File: config.mk
export PLATFORM = sky130hd
export DESIGN_NAME = fib_seq_engine_flat
export DESIGN_NICKNAME = d
export VERILOG_FILES = /design/src/rtl/fib_seq_if.sv /design/src/rtl/fib_seq_engine.sv /design/src/flat_wrapper.sv
export SDC_FILE = /design/constraint.sdc
export NUM_CORES = 1
export LEC_CHECK = 0
export CORE_MARGIN = 4
export CORE_UTILIZATION = 57
export DETAILED_ROUTE_END_ITERATION = 16
export PLACE_DENSITY_LB_ADDON = 0.25
export RECOVER_POWER = 25
export SYNTH_ARGS = -nofsm -noshare
export SYNTH_HDL_FRONTEND = slang
export SYNTH_SLANG_ARGS = --single-unit
File: constraint.sdc
create_clock -name clk -period 6.5 [get_ports clk]
set_clock_uncertainty 0.1 [all_clocks]
set_input_delay 0.65 -clock clk [delete_from_list [all_inputs] [get_ports clk]]
set_output_delay 0.65 -clock clk [all_outputs]
set_load 0.1 [all_outputs]
File: src/rtl/fib_seq_if.sv
// Control/data bundle between a driver (demo top, CPU wrapper) and the
// generalised Fibonacci engine.
interface fib_seq_if #(
  parameter int WIDTH = 32,
  parameter int N_W   = 32
);
  logic             start;
  logic [N_W-1:0]   n;
  logic [WIDTH-1:0] seed0;
  logic [WIDTH-1:0] seed1;
  logic             mod_en;
  logic [WIDTH-1:0] modulus;
  logic             abort;
  logic [WIDTH-1:0] result;
  logic             busy;
  logic             done;
  logic             overflow;
  logic             err;

  modport master (
    output start, n, seed0, seed1, mod_en, modulus, abort,
    input  result, busy, done, overflow, err
  );

  modport slave (
    input  start, n, seed0, seed1, mod_en, modulus, abort,
    output result, busy, done, overflow, err
  );
endinterface

File: src/rtl/fib_seq_engine.sv
// Iterative generalised Fibonacci engine: x(k)=x(k-1)+x(k-2) with programmable
// seeds, optional mod-M arithmetic, overflow tracking and abort.
module fib_seq_engine #(
  parameter int WIDTH = 32,
  parameter int N_W   = 32
) (
  input  logic     clk,
  input  logic     rst,
  fib_seq_if.slave bus
);
  typedef enum logic {IDLE, RUN} state_t;

  state_t           state;
  logic [WIDTH-1:0] a, b, m_r;
  logic [N_W-1:0]   cnt;
  logic             mod_r, ovf_a, ovf_b;

  logic [WIDTH:0]   s;
  logic [WIDTH-1:0] sm, nxt;
  logic             carry, bad_req;

  // Operands stay below M in mod mode, so s-M fits in WIDTH bits.
  assign s       = {1'b0, a} + {1'b0, b};
  assign sm      = s[WIDTH-1:0] - m_r;
  assign nxt     = (mod_r && (s >= {1'b0, m_r})) ? sm : s[WIDTH-1:0];
  assign carry   = !mod_r && s[WIDTH];
  assign bad_req = bus.mod_en && ((bus.modulus == '0) ||
                   (bus.seed0 >= bus.modulus) || (bus.seed1 >= bus.modulus));

  always_ff @(posedge clk or posedge rst) begin
    if (rst) begin
      state        <= IDLE;
      a            <= '0;
      b            <= '0;
      m_r          <= '0;
      cnt          <= '0;
      mod_r        <= 1'b0;
      ovf_a        <= 1'b0;
      ovf_b        <= 1'b0;
      bus.result   <= '0;
      bus.busy     <= 1'b0;
      bus.done     <= 1'b0;
      bus.overflow <= 1'b0;
      bus.err      <= 1'b0;
    end else begin
      bus.done <= 1'b0;
      case (state)
        IDLE: begin
          if (bus.start) begin
            if (bad_req) begin
              bus.err  <= 1'b1;
              bus.done <= 1'b1;
            end else begin
              a        <= bus.seed0;
              b        <= bus.seed1;
              cnt      <= bus.n;
              mod_r    <= bus.mod_en;
              m_r      <= bus.modulus;
              ovf_a    <= 1'b0;
              ovf_b    <= 1'b0;
              bus.busy <= 1'b1;
              bus.err  <= 1'b0;
              state    <= RUN;
            end
          end
        end
        RUN: begin
          if (bus.abort) begin
            bus.busy <= 1'b0;
            state    <= IDLE;
          end else if (cnt == '0) begin
            // Only ovf_a reaches the result; the look-ahead term's carry is dropped.
            bus.result   <= a;
            bus.overflow <= ovf_a;
            bus.done     <= 1'b1;
            bus.busy     <= 1'b0;
            state        <= IDLE;
          end else begin
            a     <= b;
            ovf_a <= ovf_a | ovf_b;
            b     <= nxt;
            ovf_b <= ovf_b | carry;
            cnt   <= cnt - 1'b1;
          end
        end
        default: state <= IDLE;
      endcase
    end
  end
endmodule

File: src/flat_wrapper.sv
// flat-port wrapper written by rule: the top's interface ports become plain ports
module fib_seq_engine_flat 
#(
  parameter int WIDTH = 32,
  parameter int N_W   = 32
)
  (clk, rst, bus_start, bus_n, bus_seed0, bus_seed1, bus_mod_en, bus_modulus, bus_abort, bus_result, bus_busy, bus_done, bus_overflow, bus_err);
  fib_seq_if #(.WIDTH(WIDTH), .N_W(N_W)) bus_i ();
  input  logic clk;
  input  logic rst;
  input wire logic [$bits(bus_i.start)-1:0] bus_start;
  input wire logic [$bits(bus_i.n)-1:0] bus_n;
  input wire logic [$bits(bus_i.seed0)-1:0] bus_seed0;
  input wire logic [$bits(bus_i.seed1)-1:0] bus_seed1;
  input wire logic [$bits(bus_i.mod_en)-1:0] bus_mod_en;
  input wire logic [$bits(bus_i.modulus)-1:0] bus_modulus;
  input wire logic [$bits(bus_i.abort)-1:0] bus_abort;
  output wire logic [$bits(bus_i.result)-1:0] bus_result;
  output wire logic [$bits(bus_i.busy)-1:0] bus_busy;
  output wire logic [$bits(bus_i.done)-1:0] bus_done;
  output wire logic [$bits(bus_i.overflow)-1:0] bus_overflow;
  output wire logic [$bits(bus_i.err)-1:0] bus_err;
  assign bus_i.start = bus_start;
  assign bus_i.n = bus_n;
  assign bus_i.seed0 = bus_seed0;
  assign bus_i.seed1 = bus_seed1;
  assign bus_i.mod_en = bus_mod_en;
  assign bus_i.modulus = bus_modulus;
  assign bus_i.abort = bus_abort;
  assign bus_result = bus_i.result;
  assign bus_busy = bus_i.busy;
  assign bus_done = bus_i.done;
  assign bus_overflow = bus_i.overflow;
  assign bus_err = bus_i.err;
  fib_seq_engine #(.WIDTH(WIDTH), .N_W(N_W)) u_core (.clk(clk), .rst(rst), .bus(bus_i));
endmodule
==> impl_results.rst, run 1 <==
.. list-table::
   :header-rows: 1

   * - Metric
     - Value
   * - Sequential fraction of the synthesis area
     - 32.96%
   * - Sink Count
     - 168
   * - Clock-pin slew on the worst setup and hold paths
     - 0.08 ns
   * - Worst skew pair latency
     - 0.45 ns
   * - Largest net degree at the start of global routing
     - ~110
   * - Weighted congestion reported at the end of routability-driven placement
     - around 0.9
   * - Kind of capture point of the worst setup path
     - register
   * - Final critical path time including I/O delays and setup
     - 5.903 ns
   * - CORE AREA
     - 21,890 um2
   * - Achievable clock frequency
     - 169.4 MHz
   * - First-pass DRT Iterations
     - 5
   * - Kind of start point of the critical path
     - register
   * - Pin slew with the least headroom to its limit
     - 4.099 ns
   * - Setup TNS
     - 0 ns
   * - Initial standard-cell utilization of the core
     - 58.26%
   * - Routing layer with the top usage in global route
     - met2
   * - Die width
     - 157.6 um
   * - Dominant register cell in the synthesized netlist
     - sky130_fd_sc_hd__dfrtp_1
   * - Worst slew margin relative to its limit
     - -173.3%
   * - Overall overflow remaining after global route
     - 0
   * - IO Port Bufs
     - 168
   * - CTS Buffer Depth
     - 2
   * - Fraction of layout cells with a size suffix above 1
     - a little under 7%
   * - Setup bufs post-CTS
     - 0
   * - Number of placed I/O pins
     - 169
   * - Maximum net fanout on the critical path
     - 21
   * - Pins over their slew limit
     - 108
   * - Detailed-route wire length per cell
     - 21.31 um
   * - Global routing met2 resource utilization
     - 51.52%
   * - H-tree levels
     - 4
   * - TritonCTS clock tree
     - yes
   * - Number of buffers created by CTS
     - 17
   * - Violated checks
     - max-capacitance violations, max-slew violations
   * - HP Class
     - reg -> reg
   * - Type of the worst setup path
     - reg -> reg
   * - First-pass GRT wire length
     - around 64,000 um
   * - Number of antenna cells inserted
     - 0
   * - Number of antenna violations at the first check in global routing
     - 0
   * - Area delta synth->final
     - 19.52%
   * - Met1 Usage GRT
     - between 40 and 50%
   * - Most used cells in the layout excluding fill and tap cells
     - 167 x sky130_fd_sc_hd__clkdlybuf4s50_1, 167 x sky130_fd_sc_hd__dfrtp_1, 129 x sky130_fd_sc_hd__ha_1
   * - Number of failing setup endpoints in the final timing report
     - 0
   * - Number of gates resized after CTS
     - 0
   * - Required time at the worst-slack endpoint
     - 6.70 ns
   * - Antenna-violating nets left
     - 0
   * - CTS Hold Buffers Added
     - 0
   * - Count of endpoints failing hold in the final timing report
     - 0
   * - Outcome
     - finished, violations left
   * - Standard-cell row count
     - 54
   * - Placed wire-length estimate
     - 28,960 um
   * - Wire length reported by the detailed router
     - 39,870 um
   * - Netlist cell types
     - 78
   * - Post-route DRC
     - 0
   * - Portion of the clock cycle consumed by the worst path in the final layout
     - 90.81%
   * - Synth warn
     - 0
   * - Number of synthesized flops with an enable pin
     - 0
   * - Fraction of registers with async set or reset after synthesis
     - 100.0%
   * - Area of the die
     - roughly 25,000 um2
   * - Total via count after detailed routing
     - 12,110
   * - Setup repair after global routing missed its margin
     - no
   * - Filler cell count in the final layout
     - 1,825
   * - Via count of the first global-routing pass
     - 12,070
   * - Overall global routing resource usage
     - around a third
   * - Synthesized Nets
     - 1,709
   * - Vias per std cell
     - between 6 and 7
   * - Layout net count
     - 1,842
   * - Die height
     - between 150 and 200 um
   * - Syn_area_per_cell
     - 8.826 um2
   * - Arrival @ worst endpoint
     - 6.10 ns
   * - Cell area after synthesis
     - 12,750 um2
   * - Iter 0 DRT Violations
     - 959
   * - Met3 usage
     - under 10%
   * - Register bit total from synthesis
     - 168
   * - Post-synthesis cell count
     - 1,445
   * - Clock root buffer master
     - sky130_fd_sc_hd__clkbuf_16
   * - Number of max-cap violations
     - 1
layer usage:
layer,wire (um),vias up
met3,2874,92
met2,18220,546
met1,17460,5841
li1,-,5630
met4,1315,0
met5,0,-
cell usage after synthesis, drive strengths merged (9+ instances only):
| master | n | area share, % |
|---|---|---|
| a211oi | 26 | 1.7 |
| a21o | 37 | 2.2 |
| a21oi | 122 | 4.8 |
| a221o | 9 | 0.71 |
| a221oi | 31 | 2.1 |
| a31oi | 16 | 0.78 |
| and3 | 10 | 0.49 |
| buf | 20 | 0.88 |
| clkbuf | 47 | 1.4 |
| dfrtp | 168 | 33 |
| ha | 129 | 13 |
| inv | 120 | 3.5 |
| mux2 | 35 | 3.1 |
| mux2i | 27 | 2.1 |
| nand2 | 127 | 3.8 |
| nand2b | 13 | 0.64 |
| nand3 | 21 | 0.82 |
| nand4 | 26 | 1.3 |
| nor2 | 94 | 2.8 |
| nor3 | 24 | 0.94 |
| nor4 | 21 | 1.1 |
| o211ai | 23 | 1.4 |
| o21ai | 74 | 2.9 |
| o221ai | 27 | 1.9 |
| or3 | 11 | 0.54 |
| xnor2 | 32 | 2.2 |
| xor2 | 24 | 1.6 |
metrics by stage:
step                std cells  util [%]  setup WS [ns]  cell area [um2]  hold slack, ns
floorplan                1445         -          1.203            12750          0.3568
global placement         1839     66.98         0.8958            14660          0.3771
detailed placement       1839     66.98         0.6904            14660          0.3799
CTS                      1871     69.66         0.6617            15250          0.3950
global route             1871     69.63        0.09894            15240          0.4200
finish                   1871     69.63         0.5972            15240          0.3991
cells by family after synthesis:
group | share of synthesized area, %
muxes | 5.209
buffers and inverters | 5.857
AOI/OAI and AO/OA | 24.15
DFF | 32.96
xor gates and xnor gates | 3.846
and+or+nand+nor | 15.00
adders and majority gates | 12.97
registers in the layout, summed over array words and instances (netlist names), 32 cells and up:
name               flops
u_core.b              32
u_core.cnt            32
u_core.m_r            32
u_core.a              32
u_core.bus.result     32
final timing paths:
| check | from | endpoint | slack, ns | cells after the start |
|---|---|---|---|---|
| min in group asynchronous | rst | u_core.bus.result[5]$_DFFE_PP0P_ | 2.09 | 2 |
| min | u_core.cnt[24]$_DFFE_PP0P_ | u_core.cnt[24]$_DFFE_PP0P_ | 0.40 | 1 |
| max reg2reg | u_core.a[0]$_DFFE_PP0P_ | u_core.b[15]$_DFFE_PP0P_ | 0.60 | 19 |
| max | u_core.a[0]$_DFFE_PP0P_ | u_core.b[15]$_DFFE_PP0P_ | 0.60 | 19 |
| max in group asynchronous | rst | u_core.state$_DFF_PP0_ | 1.56 | 2 |
| min reg2reg | u_core.cnt[24]$_DFFE_PP0P_ | u_core.cnt[24]$_DFFE_PP0P_ | 0.40 | 1 |
area by class of cell:
type                       instances  area (um2)  area share [%]
sequential                       168        4205           27.59
inverter                         121       454.2           2.980
timing repair buffer             181        1817           11.92
tap                              280       350.3           2.298
multi-input combinational       1089        7830           51.37
clock buffer                      19       452.9           2.971
clock inverter                    13       133.9          0.8783
critical path, stage by stage (launching register included):
cell                       delay, ns
sky130_fd_sc_hd__dfrtp_1        0.41
sky130_fd_sc_hd__ha_1           0.23
sky130_fd_sc_hd__fa_1           0.43
sky130_fd_sc_hd__a211oi_1       0.38
sky130_fd_sc_hd__nor4_1         0.18
sky130_fd_sc_hd__o21ai_0        0.41
sky130_fd_sc_hd__nand2_1        0.15
sky130_fd_sc_hd__a211oi_1       0.52
sky130_fd_sc_hd__xnor2_1        0.16
sky130_fd_sc_hd__ha_1           0.38
sky130_fd_sc_hd__nand2_1        0.14
sky130_fd_sc_hd__nor2_1         0.05
sky130_fd_sc_hd__a211oi_1       0.36
sky130_fd_sc_hd__nand3_1        0.11
sky130_fd_sc_hd__o21ai_1        0.28
sky130_fd_sc_hd__o21ai_1        0.16
sky130_fd_sc_hd__a22oi_4        0.51
sky130_fd_sc_hd__buf_12         0.29
sky130_fd_sc_hd__mux2i_1        0.32
sky130_fd_sc_hd__o221ai_1       0.17
Power of run 1 is not shown: default switching activity piles up to over one toggle a cycle in this logic, so the estimate is an artifact.
==> run 2: changes to the inputs <==
--- a/config.mk
+++ b/config.mk
@@ -5,8 +5,11 @@
 export SDC_FILE = /design/constraint.sdc
 export NUM_CORES = 1
 export LEC_CHECK = 0
+export ABC_CLOCK_PERIOD_IN_PS = 6500
+export CELL_PAD_IN_SITES_DETAIL_PLACEMENT = 1
+export CELL_PAD_IN_SITES_GLOBAL_PLACEMENT = 2
 export CORE_MARGIN = 4
-export CORE_UTILIZATION = 57
+export CORE_UTILIZATION = 35
 export DETAILED_ROUTE_END_ITERATION = 16
 export PLACE_DENSITY_LB_ADDON = 0.25
 export RECOVER_POWER = 25
==> run 2 against run 1 <==
Compared with the run above:
- the run still ends with max-capacitance violations, max-slew violations left
- final cell count increased by 9.8%
- sequential share of layout area fell by 0.52 points
- critical path depth is the same
- first-iteration DRC count shrank 31%
- flip-flop and latch count unchanged
- routed wire length increased by 20%
- critical path type unchanged
- highest routed layer unchanged
==> impl_results.rst, run 2 (synthesis results as in run 1) <==
.. list-table::
   :header-rows: 1

   * - Metric
     - Value
   * - Overall global routing resource usage
     - 24.15% (was 32.33%)
   * - Placed wire-length estimate
     - 35,490 um (was 28,960 um)
   * - Kind of start point of the critical path
     - register (unchanged)
   * - H-tree levels
     - 4 (unchanged)
   * - Vias per std cell
     - 5.800 (was 6.472)
   * - R2R setup slack
     - 0.54 ns (was 0.60 ns)
   * - Cell with the most instances on the worst path
     - sky130_fd_sc_hd__a211oi_1 (unchanged)
   * - Area of the multi-input gates
     - 7830 um2 (unchanged)
   * - IO Port Bufs
     - 168 (unchanged)
   * - Number of antenna cells inserted
     - 0 (unchanged)
   * - Detailed-route wire length per cell
     - 23.26 um (was 21.31 um)
   * - Worst skew pair latency
     - 0.46 ns (was 0.45 ns)
   * - Die width
     - 198.9 um (was 157.6 um)
   * - HP Class
     - reg -> reg (unchanged)
   * - Fraction of layout cells with a size suffix above 1
     - 7.026% (was 6.851%)
   * - Min-Delay Path Depth
     - 2 (was 1)
   * - Pin slew with the least headroom to its limit
     - 3.142 ns (was 4.099 ns)
   * - Layout net count
     - 1,845 (was 1,842)
   * - Start point of the worst hold path
     - u_core.bus.overflow$_DFFE_PP0P_ (was u_core.cnt[24]$_DFFE_PP0P_)
   * - Area of the die
     - 39,560 um2 (was 24,830 um2)
   * - Maximum net fanout on the critical path
     - 10 (was 21)
   * - Hold EP
     - u_core.bus.overflow$_DFFE_PP0P_ (was u_core.cnt[24]$_DFFE_PP0P_)
   * - Crit Reg-Reg Endpoint
     - u_core.b[22]$_DFFE_PP0P_ (was u_core.b[15]$_DFFE_PP0P_)
   * - Portion of the clock cycle consumed by the worst path in the final layout
     - 91.70% (was 90.81%)
   * - Weighted congestion reported at the end of routability-driven placement
     - 0.8826 (was 0.9230)
   * - Clock-pin slew on the worst setup and hold paths
     - 0.08 ns (about the same)
   * - Worst slew margin relative to its limit
     - -109.5% (was -173.3%)
   * - Number of gates resized after CTS
     - 0 (unchanged)
   * - TritonCTS clock tree
     - yes (unchanged)
   * - Setup bufs post-CTS
     - 0 (unchanged)
   * - Area delta synth->final
     - 21.81% (was 19.52%)
   * - Die height
     - 198.9 um (was 157.6 um)
   * - Delay of the slowest cell on the worst path
     - 0.51 ns (was 0.52 ns)
   * - Most used cells in the layout excluding fill and tap cells
     - 167 x sky130_fd_sc_hd__clkdlybuf4s50_1, 167 x sky130_fd_sc_hd__dfrtp_1, 129 x sky130_fd_sc_hd__ha_1 (unchanged)
   * - First-pass GRT wire length
     - 74,490 um (was 64,060 um)
   * - Initial standard-cell utilization of the core
     - 35.68% (was 58.26%)
   * - Required time at the worst-slack endpoint
     - 6.70 ns (about the same)
   * - Worst reg2reg startpoint
     - u_core.a[0]$_DFFE_PP0P_ (unchanged)
   * - Wire length reported by the detailed router
     - 47,800 um (was 39,870 um)
   * - Setup repair after global routing missed its margin
     - no (unchanged)
   * - Number of buffers created by CTS
     - 17 (unchanged)
   * - Register area
     - 4205 um2 (unchanged)
   * - CTS Hold Buffers Added
     - 0 (unchanged)
   * - Number of antenna violations at the first check in global routing
     - 0 (unchanged)
   * - Setup TNS
     - 0 ns (unchanged)
   * - Iter 0 DRT Violations
     - 662 (was 959)
   * - Clock root buffer master
     - sky130_fd_sc_hd__clkbuf_16 (unchanged)
   * - Violated checks
     - max-capacitance violations, max-slew violations (unchanged)
   * - Antenna-violating nets left
     - 0 (unchanged)
   * - First-pass DRT Iterations
     - 5 (unchanged)
   * - Filler cell count in the final layout
     - 4,182 (was 1,825)
   * - CORE AREA
     - 35,740 um2 (was 21,890 um2)
   * - Total via count after detailed routing
     - 11,920 (was 12,110)
   * - Post-route DRC
     - 0 (unchanged)
   * - Number of failing setup endpoints in the final timing report
     - 0 (unchanged)
   * - Outcome
     - finished, violations left (unchanged)
   * - Standard-cell row count
     - 69 (was 54)
   * - Achievable clock frequency
     - 167.8 MHz (was 169.4 MHz)
   * - Max stage delay cell, worst path
     - sky130_fd_sc_hd__a211oi_1 (unchanged)
   * - Reg2reg path depth
     - 19 (unchanged)
   * - Arrival @ worst endpoint
     - 6.16 ns (was 6.10 ns)
   * - Pins over their slew limit
     - 104 (was 108)
   * - Largest net degree at the start of global routing
     - 69 (was 108)
   * - Number of max-cap violations
     - 2 (was 1)
   * - Number of placed I/O pins
     - 169 (unchanged)
   * - Kind of capture point of the worst setup path
     - register (unchanged)
   * - Overall overflow remaining after global route
     - 0 (unchanged)
   * - Min Hold Slack
     - 0.4023 ns (was 0.3991 ns)
   * - Cells traversed along the worst timing path
     - ha_1 -> fa_1 -> a211oi_1 -> nor4_1 -> o21ai_0 -> nand2_1 -> a211oi_1 -> xnor2_1 -> ha_1 -> nand2_1 -> nor2_1 -> a211oi_1 -> nand3_1 -> o21ai_1 -> o21ai_1 -> a22oi_4 -> buf_4 -> mux2i_1 -> o221ai_1 (was ha_1 -> fa_1 -> a211oi_1 -> nor4_1 -> o21ai_0 -> nand2_1 -> a211oi_1 -> xnor2_1 -> ha_1 -> nand2_1 -> nor2_1 -> a211oi_1 -> nand3_1 -> o21ai_1 -> o21ai_1 -> a22oi_4 -> buf_12 -> mux2i_1 -> o221ai_1)
   * - Type of the worst setup path
     - reg -> reg (unchanged)
   * - Final critical path time including I/O delays and setup
     - 5.961 ns (was 5.903 ns)
   * - CTS Buffer Depth
     - 2 (unchanged)
   * - Count of endpoints failing hold in the final timing report
     - 0 (unchanged)
   * - Via count of the first global-routing pass
     - 12,510 (was 12,070)
   * - Sink Count
     - 168 (unchanged)
[run 2: worst max-delay path by stage]
stage	from	end	slack (ns)	depth (start not counted)
2_1_floorplan	rst	u_core.a[0]$_DFFE_PP0P_	1.20	1
3_3_place_gp	u_core.a[0]$_DFFE_PP0P_	u_core.b[17]$_DFFE_PP0P_	0.84	19
3_5_place_dp	u_core.a[0]$_DFFE_PP0P_	u_core.b[22]$_DFFE_PP0P_	0.62	19
4_1_cts	u_core.a[0]$_DFFE_PP0P_	u_core.b[17]$_DFFE_PP0P_	0.59	19
5_1_grt	u_core.a[0]$_DFFE_PP0P_	u_core.b[22]$_DFFE_PP0P_	0.19	19
6_report	u_core.a[0]$_DFFE_PP0P_	u_core.b[22]$_DFFE_PP0P_	0.54	19
[run 2: per-stage QoR]
step	cells	util (%)	worst slack (ns)	area (um2)
floorplan	1445	-	1.203	12750
global placement	2023	41.68	0.8370	14900
detailed placement	2023	41.68	0.6243	14900
CTS	2055	43.49	0.5851	15540
global route	2055	43.46	0.1879	15530
finish	2055	43.46	0.5394	15530
[run 2: critical path: cells and delay by family (launching register included)]
kind            cells  cell delay [ns]
compound gates      8             2.77
simple gates        5             0.68
fa+ha+maj           3             1.05
mux                 1             0.29
xor+xnor            1             0.16
flops               1             0.41
buf+inv             1             0.31
[run 2: layout make-up]
type / instances / share of cell area, %
multi-input combinational: 1089 / 50.40
sequential: 168 / 27.07
timing repair buffer: 184 / 11.73
tap: 461 / 3.713
inverter: 121 / 2.932
clock buffer: 18 / 2.827
clock inverter: 14 / 1.321
[run 2: per-layer routing]
| layer | GRT usage [%] | vias to the layer above | wire length [um] |
|---|---|---|---|
| met5 | 0 | - | 0 |
| met4 | 5.370 | 0 | 810 |
| met3 | 3.946 | 37 | 1774 |
| met2 | 40.32 | 214 | 22580 |
| met1 | 33.09 | 6050 | 22630 |
| li1 | - | 5619 | - |
Power of run 2 is left out for the same reason.
